File: src/rtl/multi_channel_trigger_ctrl.sv
// multi_channel_trigger_ctrl
//   N-channel trigger controller in the ADC clock domain. Synchronises the raw comparator outputs and
//   the async control levels, and combines the enabled channels (OR or AND) into a trigger. It then
//   applies a programmable holdoff and sequences auto or manual re-arm. It also drives per-channel
//   comparator-reset enables, latches the source channels of each trigger and counts triggers.
// Ports
//   clk_i              ADC clock, all logic on posedge
//   module_reset_ni    synchronous active-low reset
//   trig_in_i          raw comparator outputs (async)
//   ch_enable_i        channel enable mask (quasi-static)
//   combine_and_i      0: OR of enabled channels, 1: AND of enabled channels
//   armed_i            async arm level
//   auto_reset_i       async, 1 = re-arm automatically after holdoff
//   manual_reset_i     async, rising edge re-arms from WAIT_RST
//   manual_trigger_i   async, rising edge forces one trigger pulse
//   holdoff_cycles_i   holdoff length, sampled in FIRE
//   triggered_out_o    one-cycle trigger pulse
//   trig_source_o      enabled channels high at fire, 0 for a manual trigger
//   trig_count_o       triggers issued since reset, wrapping
//   comp_reset_en_o    per-channel comparator reset enable
//   busy_o             high in FIRE/HOLDOFF/WAIT_RST/REARM
module multi_channel_trigger_ctrl #(
    parameter int unsigned N_CH        = 4,
    parameter int unsigned SYNC_STAGES = 3,
    parameter int unsigned HOLDOFF_W   = 16,
    parameter int unsigned RST_PULSE   = 4,
    parameter int unsigned CNT_W       = 16
) (
    input  logic                 clk_i,
    input  logic                 module_reset_ni,
    input  logic [N_CH-1:0]      trig_in_i,
    input  logic [N_CH-1:0]      ch_enable_i,
    input  logic                 combine_and_i,
    input  logic                 armed_i,
    input  logic                 auto_reset_i,
    input  logic                 manual_reset_i,
    input  logic                 manual_trigger_i,
    input  logic [HOLDOFF_W-1:0] holdoff_cycles_i,
    output logic                 triggered_out_o,
    output logic [N_CH-1:0]      trig_source_o,
    output logic [CNT_W-1:0]     trig_count_o,
    output logic [N_CH-1:0]      comp_reset_en_o,
    output logic                 busy_o
);

    localparam int unsigned SyncW  = N_CH + 4;
    localparam int unsigned PulseW = $clog2(RST_PULSE + 1);
    localparam logic [PulseW-1:0] PulseMax = PulseW'(RST_PULSE);

    typedef enum logic [5:0] {
        StDisarmed = 6'b000001,
        StRearm    = 6'b000010,
        StArmed    = 6'b000100,
        StFire     = 6'b001000,
        StHoldoff  = 6'b010000,
        StWaitRst  = 6'b100000
    } state_e;

    // Synchronisers: bit layout {manual_trigger, manual_reset, auto_reset, armed, trig_in}
    logic [SyncW-1:0] async_in;
    logic [SyncW-1:0] sync_q [SYNC_STAGES];
    logic [SyncW-1:0] sync_s;
    // Edge-delay flops only for the signals whose edges matter: {manual_trigger, manual_reset, trig_in}
    logic [N_CH+1:0]  edge_dly_q;

    assign async_in = {manual_trigger_i, manual_reset_i, auto_reset_i, armed_i, trig_in_i};
    assign sync_s   = sync_q[SYNC_STAGES-1];

    always_ff @(posedge clk_i) begin
        if (!module_reset_ni) begin
            for (int i = 0; i < SYNC_STAGES; i++) sync_q[i] <= '0;
            edge_dly_q <= '0;
        end else begin
            sync_q[0] <= async_in;
            for (int i = 1; i < SYNC_STAGES; i++) sync_q[i] <= sync_q[i-1];
            edge_dly_q <= {sync_s[N_CH+3:N_CH+2], sync_s[N_CH-1:0]};
        end
    end

    logic [N_CH-1:0] trig_s, trig_rise, trig_en;
    logic            armed_s, auto_s, mreset_rise, mtrig_rise;
    logic            any_rise, all_high, hit, en_high;

    assign trig_s      = sync_s[N_CH-1:0];
    assign armed_s     = sync_s[N_CH];
    assign auto_s      = sync_s[N_CH+1];
    assign trig_rise   = trig_s & ~edge_dly_q[N_CH-1:0];
    assign mreset_rise = sync_s[N_CH+2] & ~edge_dly_q[N_CH];
    assign mtrig_rise  = sync_s[N_CH+3] & ~edge_dly_q[N_CH+1];

    assign trig_en  = trig_s & ch_enable_i;
    assign any_rise = |(trig_rise & ch_enable_i);
    // An empty mask makes any_rise 0, so AND mode cannot fire on it either
    assign all_high = &(trig_s | ~ch_enable_i);
    assign hit      = combine_and_i ? (any_rise & all_high) : any_rise;
    assign en_high  = |trig_en;

    state_e                state_q, state_d;
    logic [HOLDOFF_W-1:0]  hold_q, hold_d;
    logic [PulseW-1:0]     pulse_q, pulse_d;
    logic                  triggered_q, triggered_d;
    logic [N_CH-1:0]       src_q, src_d;
    logic [CNT_W-1:0]      cnt_q, cnt_d;
    logic                  man_pend_q, man_pend_d;
    logic                  man_req;

    assign man_req = mtrig_rise | man_pend_q;

    always_comb begin
        state_d         = state_q;
        hold_d          = hold_q;
        pulse_d         = pulse_q;
        triggered_d     = 1'b0;
        src_d           = src_q;
        cnt_d           = cnt_q;
        man_pend_d      = man_pend_q;
        comp_reset_en_o = '0;
        busy_o          = 1'b0;

        unique case (state_q)
            StDisarmed: begin
                if (armed_s) state_d = StRearm;
            end
            StRearm: begin
                busy_o          = 1'b1;
                comp_reset_en_o = trig_en;
                if (!armed_s)      state_d = StDisarmed;
                else if (!en_high) state_d = StArmed;
            end
            StArmed: begin
                if (hit)           state_d = StFire;
                else if (!armed_s) state_d = StDisarmed;
            end
            StFire: begin
                busy_o      = 1'b1;
                triggered_d = 1'b1;
                src_d       = trig_en;
                cnt_d       = cnt_q + 1'b1;
                hold_d      = holdoff_cycles_i;
                pulse_d     = '0;
                state_d     = StHoldoff;
            end
            StHoldoff: begin
                busy_o = 1'b1;
                if (pulse_q < PulseMax) begin
                    comp_reset_en_o = trig_en;
                    pulse_d         = pulse_q + 1'b1;
                end
                if (hold_q == '0) begin
                    if (!armed_s)    state_d = StDisarmed;
                    else if (auto_s) state_d = StRearm;
                    else             state_d = StWaitRst;
                end else begin
                    hold_d = hold_q - 1'b1;
                end
            end
            StWaitRst: begin
                busy_o = 1'b1;
                if (!armed_s)         state_d = StDisarmed;
                else if (mreset_rise) state_d = StRearm;
            end
            default: state_d = StDisarmed;
        endcase

        // Manual trigger: merged into FIRE when coincident. It is held back one cycle if a pulse
        // was just issued or a fire is about to happen, so pulses never run back to back.
        if (state_q == StFire) begin
            man_pend_d = 1'b0;
        end else if (triggered_q || (state_q == StArmed && hit)) begin
            man_pend_d = man_req;
        end else if (man_req) begin
            triggered_d = 1'b1;
            src_d       = '0;
            cnt_d       = cnt_q + 1'b1;
            man_pend_d  = 1'b0;
        end
    end

    always_ff @(posedge clk_i) begin
        if (!module_reset_ni) begin
            state_q     <= StDisarmed;
            hold_q      <= '0;
            pulse_q     <= '0;
            triggered_q <= 1'b0;
            src_q       <= '0;
            cnt_q       <= '0;
            man_pend_q  <= 1'b0;
        end else begin
            state_q     <= state_d;
            hold_q      <= hold_d;
            pulse_q     <= pulse_d;
            triggered_q <= triggered_d;
            src_q       <= src_d;
            cnt_q       <= cnt_d;
            man_pend_q  <= man_pend_d;
        end
    end

    assign triggered_out_o = triggered_q;
    assign trig_source_o   = src_q;
    assign trig_count_o    = cnt_q;

endmodule
File: config.mk
export PLATFORM = sky130hd
export DESIGN_NAME = multi_channel_trigger_ctrl
export DESIGN_NICKNAME = d
export VERILOG_FILES = /design/src/rtl/multi_channel_trigger_ctrl.sv
export SDC_FILE = /design/constraint.sdc
export NUM_CORES = 1
export LEC_CHECK = 0
export ABC_CLOCK_PERIOD_IN_PS = 2400
export CAP_MARGIN = 0
export CORE_MARGIN = 2
export CORE_UTILIZATION = 53
export CTS_CLUSTER_SIZE = 40
export DETAILED_ROUTE_END_ITERATION = 10
export PLACE_DENSITY_LB_ADDON = 0.3
export SYNTH_ARGS = -nofsm -noshare
export SYNTH_HDL_FRONTEND = slang
export SYNTH_SLANG_ARGS = --single-unit
File: constraint.sdc
create_clock -name clk_i -period 2.4 [get_ports clk_i]
set_clock_uncertainty 0.15 [all_clocks]
set_input_delay 0.48 -clock clk_i [delete_from_list [all_inputs] [get_ports clk_i]]
set_output_delay 0.48 -clock clk_i [all_outputs]
set_load 0.1 [all_outputs]
==> results.md <==
- Status: complete, no violations
- Yosys reg bits: 77
- Total grt overflow: 0
- Via density: 5.83
- Logic pwr share: 0.058
- Routability Congestion: 0.887
- Hold wc startpoint: sync_q[0][6]$_SDFF_PN0_
- Clk sinks: 77
- Die Wd: 85.3 um
- Number of CTS-inserted buffers: 9
- CTS Root Cell: clkbuf_8
- R2R setup slack: 80 ps
- TritonCTS clock tree: yes
- Syn Nets: 444
- Fill count: 505
- Core area: 0.00639 mm^2
- Placed instance count: 541
- FP Rows: 29
- Final Instance Area: 0.00456 mm^2
- Post-synthesis sequential area ratio: 0.440
- # H-tree levels: 3
- Worst reg2reg endpoint: trig_count_o[15]$_SDFF_PN0_
- Worst reg2reg startpoint: state_q[1]$_SDFFE_PN0P_
- Fin crit share: 0.982
- Measured slew at the worst slew-check pin: 549 ps
- Switching share of total power: 0.222
- Net switching power figure: 0.535 mW
- Non-filler cells, final: 559
- Min-delay worst type: register to register
- Max-cap violations: 0
- Clock latency on the worst-skew pair: 350 ps
- Avg Cell Area, Syn: 8.56 um^2
- Post-synthesis xor/xnor area fraction: 0.0175
- Most used DFF post-synth: dfxtp_1
- DRT iter0 DRCs: 115
- N_diodes: 0
- Max-slew violations: 0
- Starting Density: 0.548
- Most frequent cells in the layout: dfxtp_1, buf_4, a21oi_1, nand2_1, and2_1
- Initial antenna violation count: 0
- Largest family of logic cells by synthesized area: simple AND/OR/NAND/NOR gates
- Dpl hpwl: 5.72 mm
- P_int: 1.87 mW
- Die Y-Extent: 85.3 um
- Initial DRT Pass Iterations: 4
- Crit end category: output pin
- Multiplexer share of the synthesized area: 0
- Area Growth Syn to Fin: 30.2%
- Worst Setup Start Kind: register
- Setup violators final: 0
- Layout cells sized above 1: 0.197
- Routed wire length: 8.35 mm
- Worst endpoint required time: 1770 ps
- Cts-stage hold buffer count: 0
- Max Fclk: 424 MHz
- Setup_tns: 0 ps
- Crit path from: state_q[5]$_SDFFE_PN0P_
- First-pass GRT wire length: 13.8 mm
- DRC errors left: 0
- Pwr Density: 528 mW/mm^2
- Worst Path Arrival: 1730 ps
- Clock Power Share: 0.400
- Minimum clock period: 2360 ps
- CP Max Fanout: 7
- Clock Path Buffers: 2
- Unique masters post-synth: 61
- Vias in the first global route: 3152
- Post-synth ARST share: 0
- Final antenna-violating net count: 0
- Final Util: 0.714
- Synth Area in Compound Gates: 0.202
- Placed cell areas: 0.00429 mm^2
- Worst R2R Path Depth: 6
- Leak: 1.73 nW
- Gate Count Post-Synth: 409
- Reg area: 0.00155 mm^2
- Multi-input logic area: 0.00191 mm^2
- Relative slew slack: 0.629
- Largest net degree at the start of global routing: 33
- Clock-pin slew on the worst setup and hold paths: 80 ps
- NumNets Final: 513
- Synth Area in Simple Gates: 0.288
- Via Count: 3261
- Most common cell after layout, fill and taps aside: dfxtp_1
- Die area: 0.00727 mm^2
- Number of synthesized flops with an enable pin: 0
- Ys Warns: 0
- IO buf count: 56
- Hold_ws: 283 ps
- Adder-Cell Fraction of Synth Area: 0.0143
- Peak supply drop: 383 uV
- I/O Pins: 57
- GRT Resource Usage Total: 0.235
- Critical path capture point: comp_reset_en_o[2]
- Fin. Hold Viols: 0
- Crit Path Class: register to output pin
- Post-Syn Area: 0.00350 mm^2
- Flop pwr share: 0.542
- Wire per inst: 14.9 um
cell type report:
cell class / count / area share
clock buffer: 11 / 0.0310
clock inverter: 4 / 0.0107
inverter: 9 / 0.00741
multi-input combinational: 300 / 0.419
sequential: 77 / 0.341
tap: 77 / 0.0211
timing repair buffer: 81 / 0.170
state kept, by name (all words and copies together) (netlist names):
name	flops
sync_q	24
trig_count_o	16
trig_source_o	4
hold_q	16
pulse_q	3
state_q	6
edge_dly_q	6
triggered_out_o	1
man_pend_q	1
power groups by stage:
stage	combinational, mW	clock [mW]	sequential [mW]
floorplan	0.0571	0	1.34
global placement	0.133	0	1.33
detailed placement	0.136	0	1.34
CTS	0.139	0.980	1.31
global route	0.151	1.04	1.31
finish	0.140	0.963	1.31
metal layers:
layer,share of wire,global-route usage
met1,0.45,0.279
met4,0.016,0.0967
met3,0.047,0.0623
met5,0,0
met2,0.48,0.401
logic make-up (layout without fill, tap and decap cells):
| family | count (synthesis) | in the layout |
|---|---|---|
| AND/OR/NAND/NOR | 183 | 183 |
| AO/OA/AOI/OAI | 106 | 106 |
| XOR/XNOR | 7 | 7 |
| buffers and inverters | 32 | 105 |
| flip-flops | 77 | 77 |
| adder cells (fa/ha/maj) | 4 | 4 |
Yosys cell counts, types with 4 or more instances:
library cell,n,area (um^2)
dfxtp_1,77,1540
nand2_1,38,143
or4_1,8,60.1
nor2_1,34,128
o21ai_0,14,70.1
buf_2,5,25.0
nand3b_1,5,37.5
a21oi_1,39,195
xor2_1,6,52.6
inv_1,9,33.8
clkbuf_1,17,63.8
nand3_1,7,35.0
o31ai_1,12,90.1
nand2b_1,4,25.0
and2_1,31,194
or3_1,9,56.3
nand4_1,8,50.1
a22o_1,4,35.0
nor3_1,14,70.1
ha_1,4,50.1
o211ai_1,6,45.0
nor2b_1,5,31.3
critical path, cell delays in order, from the launching register on:
cell,delay [ps]
dfxtp_2,330
buf_6,120
nor3_4,240
nand3_2,140
nor2_4,130
nor2_4,90
nor2_4,140
buf_12,180
worst min path at each step:
stage	endpoint	slack, ps	depth (start not counted)
4_1_cts	sync_q[0][14]$_SDFF_PN0_	290	1
3_3_place_gp	sync_q[0][13]$_SDFF_PN0_	260	1
5_1_grt	sync_q[0][15]$_SDFF_PN0_	300	1
3_5_place_dp	sync_q[0][15]$_SDFF_PN0_	270	1
6_report	sync_q[0][14]$_SDFF_PN0_	280	1
2_1_floorplan	sync_q[0][10]$_SDFF_PN0_	260	1
timing repair:
item | CTS | global route
endpoints found under the setup margin | 4 | 4
gates resized for setup | 10 | 6
endpoints found under the hold margin | 0 | 0
setup buffers | 1 | 3
pin swaps | 3 | 6
gates cloned | 0 | 0
metrics by stage:
stage	setup slack [ps]	power (mW)
after floorplan	3.51	1.40
after global placement	-127	1.47
after detailed placement	-217	1.47
after CTS	7.55	2.42
after global routing	-27.2	2.50
final	42.7	2.41
No activity file was read; power rests on OpenSTA's default activity.
